==> src/rtl/modbus_frame_rx_ctrl_if.sv <==
// rtl/modbus_frame_rx_ctrl_if.sv - receiver, frame-buffer and PDU handshake bundle for the Modbus RTU frame controller
//
// Purpose: groups the signals between the UART receiver, the frame buffer write
// port and the PDU decoder. The frame controller uses the master modport, and its
// environment uses the slave modport.
// Signals:
//   rx_data/rx_done/rx_state : byte, one-cycle done pulse and busy flag from the UART receiver
//   wr_en/wr_addr/wr_data    : frame buffer write port
//   frame_valid/frame_len/frame_err/frame_ack : completed-frame handshake to the PDU decoder
//   busy                     : controller is inside a frame (RECV or WAIT_END)
interface modbus_frame_rx_ctrl_if #(
    parameter int ADDR_W = 8
);
    logic [7:0]        rx_data;
    logic              rx_done;
    logic              rx_state;
    logic              wr_en;
    logic [ADDR_W-1:0] wr_addr;
    logic [7:0]        wr_data;
    logic              frame_valid;
    logic [ADDR_W:0]   frame_len;
    logic [1:0]        frame_err;
    logic              frame_ack;
    logic              busy;

    modport master (
        input  rx_data, rx_done, rx_state, frame_ack,
        output wr_en, wr_addr, wr_data, frame_valid, frame_len, frame_err, busy
    );

    modport slave (
        output rx_data, rx_done, rx_state, frame_ack,
        input  wr_en, wr_addr, wr_data, frame_valid, frame_len, frame_err, busy
    );
endinterface

==> src/rtl/modbus_frame_rx_ctrl.sv <==
// rtl/modbus_frame_rx_ctrl.sv - Modbus RTU frame delimiter between the UART receiver and the PDU decoder
//
// Purpose: times inter-character silence against t1.5 and t3.5, writes each
// received byte of a frame into the frame buffer and presents the completed frame
// (length + error flags) with a valid/ack handshake.
// Ports:
//   clk_in   : system clock
//   rst_n_in : asynchronous active-low reset
//   bus      : modbus_frame_rx_ctrl_if.master (receiver inputs, buffer write port,
//              frame handshake, busy)
// frame_err bit0 = inter-character gap between t1.5 and t3.5, bit1 = more than MAX_LEN bytes.
module modbus_frame_rx_ctrl #(
    parameter int CLK_FREQ  = 50000000,
    parameter int BAUD_RATE = 9600,
    parameter int CHAR_BITS = 10,
    parameter int MAX_LEN   = 256,
    parameter int ADDR_W    = 8
) (
    input  logic                         clk_in,
    input  logic                         rst_n_in,
    modbus_frame_rx_ctrl_if.master       bus
);

    localparam int BIT_CLKS = CLK_FREQ / BAUD_RATE;
    localparam int T15_INT  = BIT_CLKS * CHAR_BITS * 3 / 2;
    localparam int T35_INT  = BIT_CLKS * CHAR_BITS * 7 / 2;

    localparam logic [23:0]     T15_CLKS = 24'(T15_INT);
    localparam logic [23:0]     T35_CLKS = 24'(T35_INT);
    localparam logic [ADDR_W:0] MAX_CNT  = (ADDR_W+1)'(MAX_LEN);

    typedef enum logic [2:0] {
        IDLE_WAIT,
        IDLE,
        RECV,
        WAIT_END,
        HOLD
    } state_t;

    state_t            state_q, state_d;
    logic [23:0]       gap_q, gap_d;
    logic [ADDR_W:0]   count_q, count_d;
    logic              dropped_q, dropped_d;
    logic              wr_en_q, wr_en_d;
    logic [ADDR_W-1:0] wr_addr_q, wr_addr_d;
    logic [7:0]        wr_data_q, wr_data_d;
    logic              valid_q, valid_d;
    logic [ADDR_W:0]   len_q, len_d;
    logic [1:0]        err_q, err_d;
    logic              accept;

    always_ff @(posedge clk_in or negedge rst_n_in) begin
        if (!rst_n_in) begin
            state_q   <= IDLE_WAIT;
            gap_q     <= '0;
            count_q   <= '0;
            dropped_q <= 1'b0;
            wr_en_q   <= 1'b0;
            wr_addr_q <= '0;
            wr_data_q <= '0;
            valid_q   <= 1'b0;
            len_q     <= '0;
            err_q     <= '0;
        end else begin
            state_q   <= state_d;
            gap_q     <= gap_d;
            count_q   <= count_d;
            dropped_q <= dropped_d;
            wr_en_q   <= wr_en_d;
            wr_addr_q <= wr_addr_d;
            wr_data_q <= wr_data_d;
            valid_q   <= valid_d;
            len_q     <= len_d;
            err_q     <= err_d;
        end
    end

    always_comb begin
        state_d   = state_q;
        count_d   = count_q;
        dropped_d = dropped_q;
        wr_en_d   = 1'b0;
        wr_addr_d = wr_addr_q;
        wr_data_d = wr_data_q;
        valid_d   = valid_q;
        len_d     = len_q;
        err_d     = err_q;
        accept    = 1'b0;

        // Silence timer: any line activity (even a start bit that never completes)
        // restarts it, so a false start cannot shorten the measured gap.
        if (bus.rx_done || bus.rx_state) begin
            gap_d = '0;
        end else if (gap_q != T35_CLKS) begin
            gap_d = gap_q + 24'd1;
        end else begin
            gap_d = gap_q;
        end

        case (state_q)
            IDLE_WAIT: begin
                // Bytes seen here belong to a frame we joined mid-way; never written.
                if (gap_q == T35_CLKS) begin
                    state_d = IDLE;
                end
            end
            IDLE: begin
                if (bus.rx_done) begin
                    accept  = 1'b1;
                    err_d   = 2'b00;
                    state_d = RECV;
                end
            end
            RECV: begin
                if (bus.rx_done) begin
                    accept = 1'b1;
                end else if (gap_q == T15_CLKS) begin
                    state_d = WAIT_END;
                end
            end
            WAIT_END: begin
                if (bus.rx_done) begin
                    accept   = 1'b1;
                    err_d[0] = 1'b1;
                    state_d  = RECV;
                end else if (gap_q == T35_CLKS) begin
                    valid_d = 1'b1;
                    len_d   = count_q;
                    state_d = HOLD;
                end
            end
            HOLD: begin
                if (bus.rx_done) begin
                    dropped_d = 1'b1;
                end
                if (bus.frame_ack) begin
                    valid_d   = 1'b0;
                    count_d   = '0;
                    dropped_d = 1'b0;
                    // A dropped byte means the line is mid-frame: resynchronise.
                    state_d   = (dropped_q || bus.rx_done) ? IDLE_WAIT : IDLE;
                end
            end
            default: begin
                state_d = IDLE_WAIT;
            end
        endcase

        // Shared byte-write path; count stops at MAX_LEN and extra bytes only flag overflow.
        if (accept) begin
            if (count_q == MAX_CNT) begin
                err_d[1] = 1'b1;
            end else begin
                wr_en_d   = 1'b1;
                wr_addr_d = count_q[ADDR_W-1:0];
                wr_data_d = bus.rx_data;
                count_d   = count_q + 1'b1;
            end
        end
    end

    assign bus.wr_en       = wr_en_q;
    assign bus.wr_addr     = wr_addr_q;
    assign bus.wr_data     = wr_data_q;
    assign bus.frame_valid = valid_q;
    assign bus.frame_len   = len_q;
    assign bus.frame_err   = err_q;
    assign bus.busy        = (state_q == RECV) || (state_q == WAIT_END);

endmodule

==> src/flat_wrapper.sv <==
// flat-port wrapper written by rule: the top's interface ports become plain ports
module modbus_frame_rx_ctrl_flat 
#(
    parameter int CLK_FREQ  = 50000000,
    parameter int BAUD_RATE = 9600,
    parameter int CHAR_BITS = 10,
    parameter int MAX_LEN   = 256,
    parameter int ADDR_W    = 8
)
  (clk_in, rst_n_in, bus_rx_data, bus_rx_done, bus_rx_state, bus_frame_ack, bus_wr_en, bus_wr_addr, bus_wr_data, bus_frame_valid, bus_frame_len, bus_frame_err, bus_busy);
  modbus_frame_rx_ctrl_if #(.ADDR_W(ADDR_W)) bus_i ();
  input  logic clk_in;
  input  logic rst_n_in;
  input wire logic [$bits(bus_i.rx_data)-1:0] bus_rx_data;
  input wire logic [$bits(bus_i.rx_done)-1:0] bus_rx_done;
  input wire logic [$bits(bus_i.rx_state)-1:0] bus_rx_state;
  input wire logic [$bits(bus_i.frame_ack)-1:0] bus_frame_ack;
  output wire logic [$bits(bus_i.wr_en)-1:0] bus_wr_en;
  output wire logic [$bits(bus_i.wr_addr)-1:0] bus_wr_addr;
  output wire logic [$bits(bus_i.wr_data)-1:0] bus_wr_data;
  output wire logic [$bits(bus_i.frame_valid)-1:0] bus_frame_valid;
  output wire logic [$bits(bus_i.frame_len)-1:0] bus_frame_len;
  output wire logic [$bits(bus_i.frame_err)-1:0] bus_frame_err;
  output wire logic [$bits(bus_i.busy)-1:0] bus_busy;
  assign bus_i.rx_data = bus_rx_data;
  assign bus_i.rx_done = bus_rx_done;
  assign bus_i.rx_state = bus_rx_state;
  assign bus_i.frame_ack = bus_frame_ack;
  assign bus_wr_en = bus_i.wr_en;
  assign bus_wr_addr = bus_i.wr_addr;
  assign bus_wr_data = bus_i.wr_data;
  assign bus_frame_valid = bus_i.frame_valid;
  assign bus_frame_len = bus_i.frame_len;
  assign bus_frame_err = bus_i.frame_err;
  assign bus_busy = bus_i.busy;
  modbus_frame_rx_ctrl #(.CLK_FREQ(CLK_FREQ), .BAUD_RATE(BAUD_RATE), .CHAR_BITS(CHAR_BITS), .MAX_LEN(MAX_LEN), .ADDR_W(ADDR_W)) u_core (.clk_in(clk_in), .rst_n_in(rst_n_in), .bus(bus_i));
endmodule
==> config.mk <==
export PLATFORM = sky130hd
export DESIGN_NAME = modbus_frame_rx_ctrl_flat
export DESIGN_NICKNAME = d
export VERILOG_FILES = /design/src/rtl/modbus_frame_rx_ctrl_if.sv /design/src/rtl/modbus_frame_rx_ctrl.sv /design/src/flat_wrapper.sv
export SDC_FILE = /design/constraint.sdc
export NUM_CORES = 1
export LEC_CHECK = 0
export ABC_AREA = 0
export BUFFER_PORTS_ARGS = -buffer_cell sky130_fd_sc_hd__buf_2
export CORE_MARGIN = 2
export CORE_UTILIZATION = 50
export CTS_CLUSTER_SIZE = 12
export DETAILED_ROUTE_END_ITERATION = 8
export GPL_ROUTABILITY_DRIVEN = 0
export HOLD_SLACK_MARGIN = 0.12
export PLACE_DENSITY = 0.71
export RECOVER_POWER = 50
export SLEW_MARGIN = 20
export SYNTH_ARGS = -nofsm -noshare
export SYNTH_HDL_FRONTEND = slang
export SYNTH_SLANG_ARGS = --single-unit
==> constraint.sdc <==
create_clock -name clk_in -period 2.6 [get_ports clk_in]
set_input_delay 0.52 -clock clk_in [delete_from_list [all_inputs] [get_ports clk_in]]
set_output_delay 0.52 -clock clk_in [all_outputs]
set_load 0.01 [all_outputs]
# Yosys cells after proc, flatten, opt, wreduce, memory -nomap -nowiden
# Cells that the tools add are included.
# op_classes
reduce_logical	15
bitwise	2
eq_ne	17
muxes	30
add_sub_neg	2
# ops
op	count
two-way mux 24 bit	2
two-way mux 9 bit	4
adder 24 x 1 -> 24 bit, second input constant	1
== test 24 x 17 -> 1 bit, second input constant	1
== test 24 x 18 -> 1 bit, second input constant	1
inequality test 24 x 18 -> 1 bit, second input constant	1
two-way mux 3 bit	7
case mux 3 bit (5 select lines)	1
two-way mux 1 bit	13
inequality test 2 bit, second input constant	5
adder 9 x 1 -> 9 bit, second input constant	1
== test 9 bit, second input constant	1
nonzero test 2 bit	4
== test 3 x 2 -> 1 bit, second input constant	2
inequality test 2 x 1 -> 1 bit, second input constant	3
AND reduction 3 bit	2
AND reduction 6 bit	1
case mux 1 bit (2 select lines)	2
AND reduction 2 bit	2
AND reduction 4 bit	1
== test 3 x 1 -> 1 bit, second input constant	1
== test 3 bit, second input constant	1
zero test 3 bit	1
logical OR 1 bit	3
other kinds (4)	5
# totals
regBits	66
in_bits	13
wordCells	77

# Logic depth before layout (Yosys ltp)
# depth
depth_word	4
depth_mapped	8
mapped_depth_nobuf	7

# Least setup slack after synthesis
# No wires, ideal clock.
# synth_timing
path_type	register to register
from	reg u_core.gap_q[0]
to	reg u_core.len_q[0] (netlist: u_core.bus.frame_len[0])
path_buffers	1
period_less_slack_ps	2127
path_slack_ps	473
t_arrival_ps	2002
stages_incl_launch_ff	9
required_time_ps	2475
cell_sequence	dfrtp_1 -> inv_1 -> ha_1 -> nor4b_1 -> nand2_1 -> nor4_4 -> and3_4 -> buf_12 -> mux2_4
# synth_between
elab_chain_len	2
# synth_lines
element	line_no	text
from (decl)	modbus_frame_rx_ctrl.sv:41	logic [23:0] gap_q, gap_d;
from (signal assigned)	modbus_frame_rx_ctrl.sv:66	gap_q <= gap_d;
== test 24 x 18 -> 1 bit	modbus_frame_rx_ctrl.sv:126	end else if (gap_q == T35_CLKS) begin
AND reduction 3 bit (no source line)	--	
to (signal assigned)	modbus_frame_rx_ctrl.sv:73	len_q <= len_d;
to (decl)	modbus_frame_rx_ctrl.sv:48	logic [ADDR_W:0] len_q, len_d;
# Every way passes these cells.
# A chain may end at the register's enable or synchronous reset.

# Worst setup path after layout
# layout_timing
from	reg u_core.count_q[0]
to	reg u_core.wr_data_q[1] (netlist: u_core.bus.wr_data[1])
# layout_between
elab_chain_len	3
# layout_lines
element	line_no	text
from (decl)	modbus_frame_rx_ctrl.sv:42	logic [ADDR_W:0] count_q, count_d;
from (signal assigned)	modbus_frame_rx_ctrl.sv:67	count_q <= count_d;
== test 9 bit	modbus_frame_rx_ctrl.sv:151	if (count_q == MAX_CNT) begin
NOT 1 bit (no source line)	--	
AND reduction 2 bit (no source line)	--	
to (signal assigned)	modbus_frame_rx_ctrl.sv:71	wr_data_q <= wr_data_d;
to (decl)	modbus_frame_rx_ctrl.sv:46	logic [7:0] wr_data_q, wr_data_d;
# Every way passes these cells.

==> metrics <==
run status finished, violations left; violated checks max-capacitance violations, max-slew violations; Final Max Tran Viols 67; maximum number of pins on one net before global-route repair 67; area of all placed cells without fillers 0.00366 sq mm; highest net fanout along the worst path 25; number of top-level pins 43; port buffer count 42; synthesized-area fraction occupied by ao, oa, aoi and oai cells 5.90%; Power Dens Cells 770 mW/mm^2; sum of net half-perimeters after detailed placement 4.07 mm; worst slew margin relative to its limit -8.07%; Placement Rows 28; unrepaired setup endpoints after global routing false; clock input transition at the sequential cells of the worst setup and hold paths 70 ps; fin util 60.8%; Routed wire per std cell 15.2 um; final number of hold-violating endpoints 0; die span in x 83.5 um; layout cell share with drive strength beyond 1 25.5%; destination of the worst hold path u_core.bus.wr_data[0]$_DFFE_PN0P_; post-cts hold buffer count 0; Die H 83.5 um; syn avg cell area 11.3 sq um; core footprint 0.00603 sq mm; wire length of the first global-routing pass 10.6 mm; residual overflow from global routing 0; sum of negative setup slack 0 ps; total detailed-routing wirelength 6.22 mm; vias 2297; area of the die 0.00698 sq mm; Synth cell types 42; worst path arrival time 2450 ps; critical path launch point type flop; effective utilization at floorplan 52.5%; DRC 0; # H-tree levels 3; endpoint class of the critical path flop; final setup violation count 0; classification of the worst-slack hold path input pin to flop; Primary FF master, synth dfrtp_1; number of diodes 0; Sink Count 66; synthesis warning total 0; HP Start bus_rx_data[0]; multiplexer fraction of the synthesized cell area 11.2%; post-synthesis simple-gate area fraction 19.5%; length of the first detailed-routing pass in iterations 4; startpoint-to-endpoint class of the critical path flop to flop; number of antenna violations at the first check in global routing 0; post-synthesis cell area 0.00316 sq mm; number of cell instances on the worst register-to-register path 7; endpoint required time on the critical path 2810 ps; Max VDD drop 579 uV; number of enable-type register cells in the synthesized netlist 0; Synth Area in XOR/XNOR 6.37%; 1st-iter DRT viols 125; peak clock frequency supported by timing 0.447 GHz; R2R Path Start u_core.count_q[0]$_DFF_PN0_; # nets final 345; Gate Count Post-Synth 280; source-to-sink clock delay at the later pin of the worst-skew pair 330 ps; count of cells resized by post-cts repair 0; CTS tree yes; total of max-cap violations 1; Leak Pwr 0.00160 uW; R2R Path End u_core.bus.wr_data[1]$_DFFE_PN0P_; WHS Path Cells 2; via count of the first global-routing pass 2254; share of synthesized flip-flops with an asynchronous set or reset 100%; clock buffer count from CTS 9; Area growth, synth to finish 15.8%; setup slack of the worst register-to-register path 360 ps; part of the Yosys area used for sequential elements 52.2%; overall power consumption 2820 uW; Clock Tree Buf Depth 2; count of state elements after synthesis 66; worst slew pin tran 1620 ps; adder and majority cell fraction of the synthesized area 1.58%; setup fix buffers added after clock tree synthesis 0; net count of the mapped netlist 297; Post-DRT Antenna Nets 0; ratio of routed vias to standard cells 5.63; combinational family with the most area after synthesis simple AND/OR/NAND/NOR gates; Post-DP Area 0.00345 sq mm; clock skew after layout 7.93 ps; final worst path period share 86.0%; total routing resource utilization after global routing 18.7%; shortest clock period the worst path allows after layout 2240 ps; CTS Root Cell clkbuf_8
[Yosys cell counts, drive strengths merged (6+ instances only)]
cell type | n | share of area, %
dfrtp | 66 | 52
nor2 | 32 | 3.8
xor2 | 10 | 2.8
nand3 | 15 | 2.4
inv | 9 | 1.1
mux2 | 27 | 11
nand4 | 8 | 1.6
a21oi | 7 | 1.1
nand2 | 15 | 1.8
or3 | 7 | 1.4
o21ai | 6 | 0.95
clkbuf | 6 | 0.71
xnor2 | 13 | 3.6
nor3 | 8 | 1.3
nor4 | 9 | 2.7
[worst max-delay path: stages (launching register included)]
cell,delay (ps)
dfrtp_1,450
inv_1,120
ha_1,200
nor4b_1,150
buf_4,170
a2111oi_4,320
buf_4,340
mux2_2,370
[power by group]
part	internal [uW]	total, uW	switching (uW)
Combinational	237	492	255
Clock	617	1010	390
Sequential	1170	1320	153
[final cells by class]
type,count,area (sq um)
Fill cell,506,2360
Sequential cell,66,1650
Multi-Input combinational cell,194,1410
Timing Repair Buffer,48,238
Clock buffer,12,165
Tap cell,75,93.8
Clock inverter,4,72.6
Inverter,9,33.8
[worst max path at each step]
stage,start,to,slack (ps)
5_1_grt,u_core.count_q[0]$_DFF_PN0_,u_core.count_q[3]$_DFF_PN0_,240
4_1_cts,u_core.count_q[0]$_DFF_PN0_,u_core.bus.wr_data[1]$_DFFE_PN0P_,370
6_report,u_core.count_q[0]$_DFF_PN0_,u_core.bus.wr_data[1]$_DFFE_PN0P_,360
3_5_place_dp,u_core.count_q[0]$_DFF_PN0_,u_core.bus.wr_addr[7]$_DFFE_PN0P_,390
2_1_floorplan,u_core.gap_q[0]$_DFFE_PN0P_,u_core.bus.frame_len[0]$_DFFE_PN0P_,470
3_3_place_gp,u_core.count_q[0]$_DFF_PN0_,u_core.bus.wr_addr[6]$_DFFE_PN0P_,410
[stage by stage]
step	hold WS [ps]	instances	setup WS, ps
6_report	416	408	364
5_1_grt	403	408	237
4_1_cts	199	408	367
3_5_place_dp	476	392	389
3_3_place_gp	472	392	414
2_1_floorplan	224	280	473
[logic make-up (layout without fill, tap and decap cells)]
family | Yosys count | count (layout)
buf+inv | 20 | 73
mux | 29 | 29
compound gates | 26 | 26
xor+xnor | 23 | 23
flops | 66 | 66
fa+ha+maj | 4 | 4
simple gates | 112 | 112
[layout by cell type, fill, tap and decap left out, drive strengths merged, types with 10 or more instances in the layout]
master / instances
buf: 35
nand3: 15
nand2: 15
clkbuf: 25
xnor2: 13
nor2: 32
dfrtp: 66
mux2: 27
xor2: 10
[per-layer routing]
metal / share of wire [%] / wire, um / track usage (%)
met3: 4.5 / 281 / 5.54
met1: 50 / 3110 / 25.7
met4: 0.95 / 59 / 6.89
met5: 0 / 0 / 0
met2: 44 / 2760 / 28.4
[state kept, by name (all words and copies together), names as in the netlist]
signal and flops:
u_core.bus.wr_en 1, u_core.state_q 3, u_core.gap_q 24, u_core.dropped_q 1, u_core.bus.frame_valid 1, u_core.bus.wr_data 8
u_core.count_q 9, u_core.bus.frame_err 2, u_core.bus.wr_addr 8, u_core.bus.frame_len 9
Note: power is estimated with default switching activity, not from simulation.
